<file path="config.mk">
export PLATFORM = sky130hd
export DESIGN_NAME = dev_host_ctrl
export DESIGN_NICKNAME = d
export VERILOG_FILES = /design/src/rtl/dev_host_ctrl.sv
export SDC_FILE = /design/constraint.sdc
export NUM_CORES = 1
export LEC_CHECK = 0
export BUFFER_PORTS_ARGS = -buffer_cell sky130_fd_sc_hd__buf_2
export CAP_MARGIN = 20
export CORE_MARGIN = 2
export CORE_UTILIZATION = 30
export DETAILED_ROUTE_END_ITERATION = 7
export PLACE_DENSITY = 0.49
export SLEW_MARGIN = 20
export SYNTH_ARGS = -nofsm -noshare
export SYNTH_HDL_FRONTEND = slang
export SYNTH_SLANG_ARGS = --single-unit
</file>
<file path="constraint.sdc">
create_clock -name clk -period 2.05 [get_ports clk]
set_input_delay 0 -clock clk [delete_from_list [all_inputs] [get_ports clk]]
set_output_delay 0 -clock clk [all_outputs]
set_load 0.1 [all_outputs]
</file>
<file path="src/rtl/dev_host_ctrl.sv">
// dev_host_ctrl -- upstream master for the dev_fsm slave port.
//
// This block takes one operation request at a time over a valid/ready
// handshake. It sends the request to dev_fsm as a command byte, then the
// optional operands, then an optional result read. Completion is reported
// on a one-cycle response strobe, which carries either the read data or a
// timeout error.
//
// Ports:
//   clk        single clock; all state updates happen on posedge
//   rst        asynchronous, active-low reset
//   req_valid  request present
//   req_ready  controller idle and able to accept a request
//   req_cmd    command byte, sent verbatim on dev_din
//   req_op1    operand 1, sent only when req_cmd[b_op_1] is set
//   req_op2    operand 2, sent only when req_cmd[b_op_2] is set
//   req_rd     follow the write phase with a result read
//   rsp_valid  one-cycle completion strobe
//   rsp_data   last read result; held until the next read completes
//   rsp_err    qualifies rsp_valid; 1 = timeout
//   dev_cs     to dev_fsm cs
//   dev_din    to dev_fsm din
//   dev_busy   from dev_fsm busy
//   dev_dout   from dev_fsm dout
//   dev_drdy   from dev_fsm drdy

package cmd_bits;
    // Bit positions inside a dev_fsm command byte.
    localparam int b_tx     = 0;
    localparam int b_op_1   = 1;
    localparam int b_op_2   = 2;
    localparam int b_addop  = 3;
    localparam int b_addres = 4;
endpackage

module dev_host_ctrl #(
    parameter int DW      = 8,
    parameter int TIMEOUT = 255,
    parameter int TW      = 8
) (
    input  logic          clk,
    input  logic          rst,
    input  logic          req_valid,
    output logic          req_ready,
    input  logic [DW-1:0] req_cmd,
    input  logic [DW-1:0] req_op1,
    input  logic [DW-1:0] req_op2,
    input  logic          req_rd,
    output logic          rsp_valid,
    output logic [DW-1:0] rsp_data,
    output logic          rsp_err,
    output logic          dev_cs,
    output logic [DW-1:0] dev_din,
    input  logic          dev_busy,
    input  logic [DW-1:0] dev_dout,
    input  logic          dev_drdy
);

    typedef enum logic [3:0] {
        S_IDLE,
        S_W_BUSY,
        S_CMD,
        S_OP1,
        S_OP2,
        S_R_BUSY,
        S_R_CMD,
        S_R_WAIT,
        S_DONE,
        S_ERR
    } state_t;

    // A wait gives up on the cycle in which the counter would reach
    // TIMEOUT. That is the cycle in which the counter already holds
    // TIMEOUT-1.
    localparam logic          TO_EN   = (TIMEOUT != 0);
    localparam logic [TW-1:0] TO_LAST = (TIMEOUT == 0) ? '0 : TW'(TIMEOUT - 1);

    state_t        state_q, state_d;
    logic [TW-1:0] cnt_q, cnt_d;
    logic [DW-1:0] cmd_q, cmd_d;
    logic [DW-1:0] op1_q, op1_d;
    logic [DW-1:0] op2_q, op2_d;
    logic          rd_q, rd_d;
    logic [DW-1:0] rsp_data_q, rsp_data_d;

    logic          timeout_hit;
    logic [TW-1:0] cnt_sat;

    // The counter saturates instead of wrapping. This matters when
    // TIMEOUT=0, because in that case the wait can last forever.
    assign cnt_sat     = (cnt_q == {TW{1'b1}}) ? cnt_q : cnt_q + TW'(1);
    assign timeout_hit = TO_EN && (cnt_q >= TO_LAST);

    // State, counter, latched request and read result registers.
    always_ff @(posedge clk or negedge rst) begin
        if (!rst) begin
            state_q    <= S_IDLE;
            cnt_q      <= '0;
            cmd_q      <= '0;
            op1_q      <= '0;
            op2_q      <= '0;
            rd_q       <= 1'b0;
            rsp_data_q <= '0;
        end else begin
            state_q    <= state_d;
            cnt_q      <= cnt_d;
            cmd_q      <= cmd_d;
            op1_q      <= op1_d;
            op2_q      <= op2_d;
            rd_q       <= rd_d;
            rsp_data_q <= rsp_data_d;
        end
    end

    // Next-state logic. The counter defaults to zero, so it only keeps
    // counting while the FSM stays in a wait state. As a result it is
    // already clear on entry to every wait state.
    always_comb begin
        state_d    = state_q;
        cnt_d      = '0;
        cmd_d      = cmd_q;
        op1_d      = op1_q;
        op2_d      = op2_q;
        rd_d       = rd_q;
        rsp_data_d = rsp_data_q;

        case (state_q)
            S_IDLE: begin
                if (req_valid) begin
                    cmd_d   = req_cmd;
                    op1_d   = req_op1;
                    op2_d   = req_op2;
                    rd_d    = req_rd;
                    state_d = S_W_BUSY;
                end
            end
            S_W_BUSY: begin
                if (!dev_busy)        state_d = S_CMD;
                else if (timeout_hit) state_d = S_ERR;
                else                  cnt_d   = cnt_sat;
            end
            S_CMD: begin
                if (cmd_q[cmd_bits::b_op_1])      state_d = S_OP1;
                else if (cmd_q[cmd_bits::b_op_2]) state_d = S_OP2;
                else if (rd_q)                    state_d = S_R_BUSY;
                else                              state_d = S_DONE;
            end
            S_OP1: begin
                if (cmd_q[cmd_bits::b_op_2]) state_d = S_OP2;
                else if (rd_q)               state_d = S_R_BUSY;
                else                         state_d = S_DONE;
            end
            S_OP2: begin
                state_d = rd_q ? S_R_BUSY : S_DONE;
            end
            S_R_BUSY: begin
                if (!dev_busy)        state_d = S_R_CMD;
                else if (timeout_hit) state_d = S_ERR;
                else                  cnt_d   = cnt_sat;
            end
            S_R_CMD: begin
                state_d = S_R_WAIT;
            end
            S_R_WAIT: begin
                // If drdy and the timeout land in the same cycle, drdy wins.
                if (dev_drdy) begin
                    rsp_data_d = dev_dout;
                    state_d    = S_DONE;
                end else if (timeout_hit) begin
                    state_d = S_ERR;
                end else begin
                    cnt_d = cnt_sat;
                end
            end
            S_DONE:  state_d = S_IDLE;
            S_ERR:   state_d = S_IDLE;
            default: state_d = S_IDLE;
        endcase
    end

    // Moore outputs, decoded only from the registered state and the
    // latched request fields.
    always_comb begin
        req_ready = 1'b0;
        rsp_valid = 1'b0;
        rsp_err   = 1'b0;
        dev_cs    = 1'b0;
        dev_din   = '0;

        case (state_q)
            S_IDLE: req_ready = 1'b1;
            S_CMD: begin
                dev_cs  = 1'b1;
                dev_din = cmd_q;
            end
            S_OP1: dev_din = op1_q;
            S_OP2: dev_din = op2_q;
            S_R_CMD: begin
                dev_cs  = 1'b1;
                dev_din = DW'(1) << cmd_bits::b_tx;
            end
            S_DONE: rsp_valid = 1'b1;
            S_ERR: begin
                rsp_valid = 1'b1;
                rsp_err   = 1'b1;
            end
            default: ;
        endcase
    end

    assign rsp_data = rsp_data_q;

endmodule
</file>
# Yosys cells after proc, flatten, opt, wreduce, memory -nomap -nowiden
# Index checks and enable logic that the tools add are counted.
# totals
regBits,45
latch_bits,0
ram_bits,0
mem_bits_ro,0
out_inout_bits,20
wordCells,45
memories,0
# classes
addsub,1
mul,0
n_div,0
magnitude_cmp,1
n_eq_ne,11
n_shift,0
muxes,19
bitwise_logic,0
n_reduce_logical,6
# op_table
cell,n
4-bit 2-to-1 mux,8
8-bit 2-to-1 mux,4
4-bit case mux with 8 select lines,1
8-bit case mux with 4 select lines,1
4-bit by 3-bit equality test with 1-bit output (second input constant),4
8-bit case mux with 2 select lines,1
8-bit by 1-bit adder with 8-bit output (second input constant),1
4-bit by 2-bit equality test with 1-bit output (second input constant),2
4-bit equality test (second input constant),2
8-bit equality test (second input constant),1
8-bit >= comparator (second input constant),1
2-bit OR reduction,3
4-bit by 1-bit equality test with 1-bit output (second input constant),1
4-bit zero test,1
1-bit 2-to-1 mux,4
2-bit AND reduction,2
2-bit inequality test (second input constant),1

# Logic depth before layout (Yosys ltp)
# depth
word_depth,5
ltp_mapped,6
depth_no_buf,6

# Worst setup path before layout
# No wires, ideal clock.
# synth_path
path_type,flip-flop to output port
startpoint,register state_q[1]
endpoint,output port rsp_err
arrival_ns,3.887
t_required_ns,2.050
slack_ns,-1.837
path_stages_with_launch,5
path_buffers,2
cell_sequence,dfrtp_1 -> buf_6 -> buf_2 -> nor3b_1 -> and2_1
# synth_via
elab_chain_cells,2
# synth_rtl
item,line,rtl
from (decl),78,"state_t state_q, state_d;"
from (signal assigned),105,state_q <= state_d;
4-bit equality test,190,case (state_q)
1-bit 2-to-1 mux,190,
to (decl),51,"output logic rsp_err,"
# No other way between the ends.

# Worst setup path after layout
# layout_path
startpoint,register state_q[1]
endpoint,output port dev_din[1]
# layout_via
elab_chain_cells,2
elab_cells_between_ends,5
cone_classes,4 x eq/ne; 1 x mux
# layout_rtl
item,line,rtl
4-bit by 3-bit equality test with 1-bit output / 4-bit by 2-bit equality test with 1-bit output (equally long branches),190,
8-bit case mux with 4 select lines (*),190,
to (decl),53,"output logic [DW-1:0] dev_din,"
# Mark *: on every way between the ends. The rest lies on a longest branch, timed or not.

==> impl_metrics.toml <==
[worst_setup_path]
r2r-start = "cnt_q[0]"
critPathTopFamily = "simple AND/OR/NAND/NOR gates"
cp.required_ns = 2.05
r2r_cells = 6
cp-end-kind = "output pin"
cp-start-kind = "flop"
cp.arrival_ns = 1.92
slowest_stage = "dfrtp_1"
max_stage_delay_ns = 0.52
r2r_slack_ns = 0.21
cp.depth = 5
critPathLaunch = "state_q[1]"
crit_buf_inv = 2
endpoint = "dev_din[1]"
crit_type = "flop to output pin"
path_max_fanout = 10
rr_endpoint = "state_q[1]"
crit_chain = "nor3b_1 > nor2b_4 > a222oi_1 > inv_1 > buf_12"

[placement]
place_congestion = 0.770
dp_hpwl_um = 3460
port_buffers = 57

[timing]
hold_viol = 0
setup-violations-final = 0
worst_slew_pin_slew_ns = 0.580
finalSetupTns_ns = 0
slew_headroom_pct = 61.4
clock_skew_ns = 0.00557
period_needed_ns = 1.92
rsz0062_at_grt = "no"
fin_crit_sh_pct = 93.5
slew_violations = 0
fmax_mhz = 522

[yosys]
synth_top_area_share_pct = 50.6
synthFlopType = "dfrtp_1"
synth_seq_cells = 45
syn_nets = 226
seq_area_frac_synth_pct = 50.6
synth.most_common_cell = "dfrtp_1"
synth_cell_types = 41
ys.warnings.count = 0
synth_area_mm2 = 0.00223
netlist_top_cells_count = "dfrtp_1 (45), mux2_2 (26), nor2_1 (15)"
synth.avg_cell_area_um2 = 12.0
synth_area_leaders = "dfrtp_1 (51%), mux2_2 (13%), mux2_4 (4.7%), a222oi_1 (3.1%), nor2_1 (2.5%)"
synth-edff-count = 0
synthCells = 186
synth.largest_area_cell = "dfrtp_1"
synthArstFlopShare_pct = 100

[route]
viasPerCell = 4.70
drc = 0
routed_wl_um = 5200
num_vias = 1805
drt-initial-drc-count = 83
drt_pass1_iterations = 4
wl_per_cell_um = 13.5
ant_nets = 0

[clocking]
clkTransAtPathRegs_ns = 0.08
cts-root-buf = "clkbuf_8"
cts_max_path_buffers = 2
clock_sinks = 45
numCtsBuffers = 5
cts_max_level = 2
cts_tree = "yes"
clkLatencyLatePin_ns = 0.29

[floorplanning]
die_h_um = 90.1
die_area_mm2 = 0.00812
dieWidth_um = 90.1
coreArea_mm2 = 0.00721
ioPinCount = 58
rows = 31
start_util_pct = 30.9

[global_route]
globalRouteTotalUtil_pct = 13.2
antenna_found_initial = 0
grt_pass1_wl_um = 8770
grt_overflow = 0
grt_pass1_vias = 1842
grt_start_max_net_pins = 46

[pwr]
power_density_mw_per_mm2 = 1550
finalPower_mw = 5.03
p_leak_nw = 1.52
ir_worst_vdd_mv = 0.935

[final_layout]
final_layout_size_suffix_gt1_share_pct = 41.8
antenna_cells = 0
syn_to_final_growth_pct = 45.4
nets = 324

[min_path]
hold_path_class = "input port to flop"
worstHoldPathCells = 3

[outcome]
status = "finished clean"

[run]
maxCapViolCount = 0
==> registers in the layout, summed over array words and instances (netlist names) <==
| signal | count |
|---|---|
| state_q | 4 |
| op1_q | 8 |
| op2_q | 8 |
| cnt_q | 8 |
| cmd_q | 8 |
| rsp_data | 8 |
| rd_q | 1 |
==> worst min path at each step <==
stage                         from           to  slack [ns]
after floorplan                rst     cmd_q[0]       -0.30
after CTS                 dev_drdy   state_q[1]        0.03
after global routing      dev_drdy   state_q[1]        0.05
after detailed placement       rst  rsp_data[7]        0.13
after global placement         rst     cnt_q[0]        0.13
final                     dev_drdy   state_q[1]        0.06
==> layout make-up <==
type                       count  area [um2]
fill                         726        3980
inverter                       9        33.8
sequential                    45        1130
multi-input combinational    124        1030
tap                           99         124
timing repair buffer          99         806
clock inverter                 2        38.8
clock buffer                   6        72.6
==> worst min-delay path, stage by stage <==
cell	delay (ns)
buf_2	0.11
or4b_1	0.11
a21oi_1	0.08
==> through the flow <==
| stage | hold slack (ns) | area (um2) | instances | setup slack (ns) | utilization (%) |
|---|---|---|---|---|---|
| after CTS | 0.0338 | 3200 | 380 | 0.0543 | 44.4 |
| after detailed placement | 0.135 | 2740 | 338 | 0.170 | 37.9 |
| after floorplan | -0.296 | 2240 | 186 | -0.394 | - |
| after global routing | 0.0476 | 3240 | 384 | 0.0302 | 44.9 |
| final | 0.0560 | 3240 | 384 | 0.134 | 44.9 |
| after global placement | 0.132 | 2740 | 338 | 0.210 | 37.9 |
==> cell usage in the layout (no fill, tap or decap), drive strengths merged, types with 2 or more instances in the layout <==
master       netlist  final
nor2b              2      2
mux2              33     33
inv                9      9
dfrtp             45     45
o211ai             2      2
and2               2      2
and3               3      3
nor2              15     15
nand2b             2      2
nor3               7      7
ha                 2      2
nor4b              2      2
o22ai              2      2
o21ai              7      7
dlygate4sd3        0     34
buf                7     65
nor3b              2      2
a222oi             7      7
clkbuf             1      6
nand2             10     10
nand3              7      7
a21oi              5      5
==> metal layers <==
layer	global-route usage, %	up-vias	share of wire [%]	routed length (um)
met3	3.19	7	5.1	263
met1	17.5	886	45	2350
li1	-	863	-	-
met4	3.46	0	1.0	54
met2	21.6	49	49	2530
met5	0	-	0	0
==> kinds of logic after synthesis <==
kind of cell               after synthesis  share of synthesized area, %
buffers and inverters                   17                          4.33
muxes                                   34                          18.3
adders and majority gates                2                          1.12
xor gates and xnor gates                 2                         0.787
and+or+nand+nor                         59                          15.9
AOI/OAI and AO/OA                       27                          8.99
DFF                                     45                          50.6
==> timing repair <==
item                                   CTS  global route
endpoints found under the hold margin   78             0
buffers inserted                         0             4
resized for setup                        2             2
setup endpoints to repair                7             7
hold buffers                            34             0
==> power by group <==
| part | internal, mW | switching (mW) | total (mW) |
|---|---|---|---|
| Combinational | 1.07 | 1.77 | 2.84 |
| Sequential | 1.24 | 0.283 | 1.52 |
| Clock | 0.366 | 0.298 | 0.664 |
| Total | 2.68 | 2.35 | 5.03 |
(Power assumes the default switching activity.)
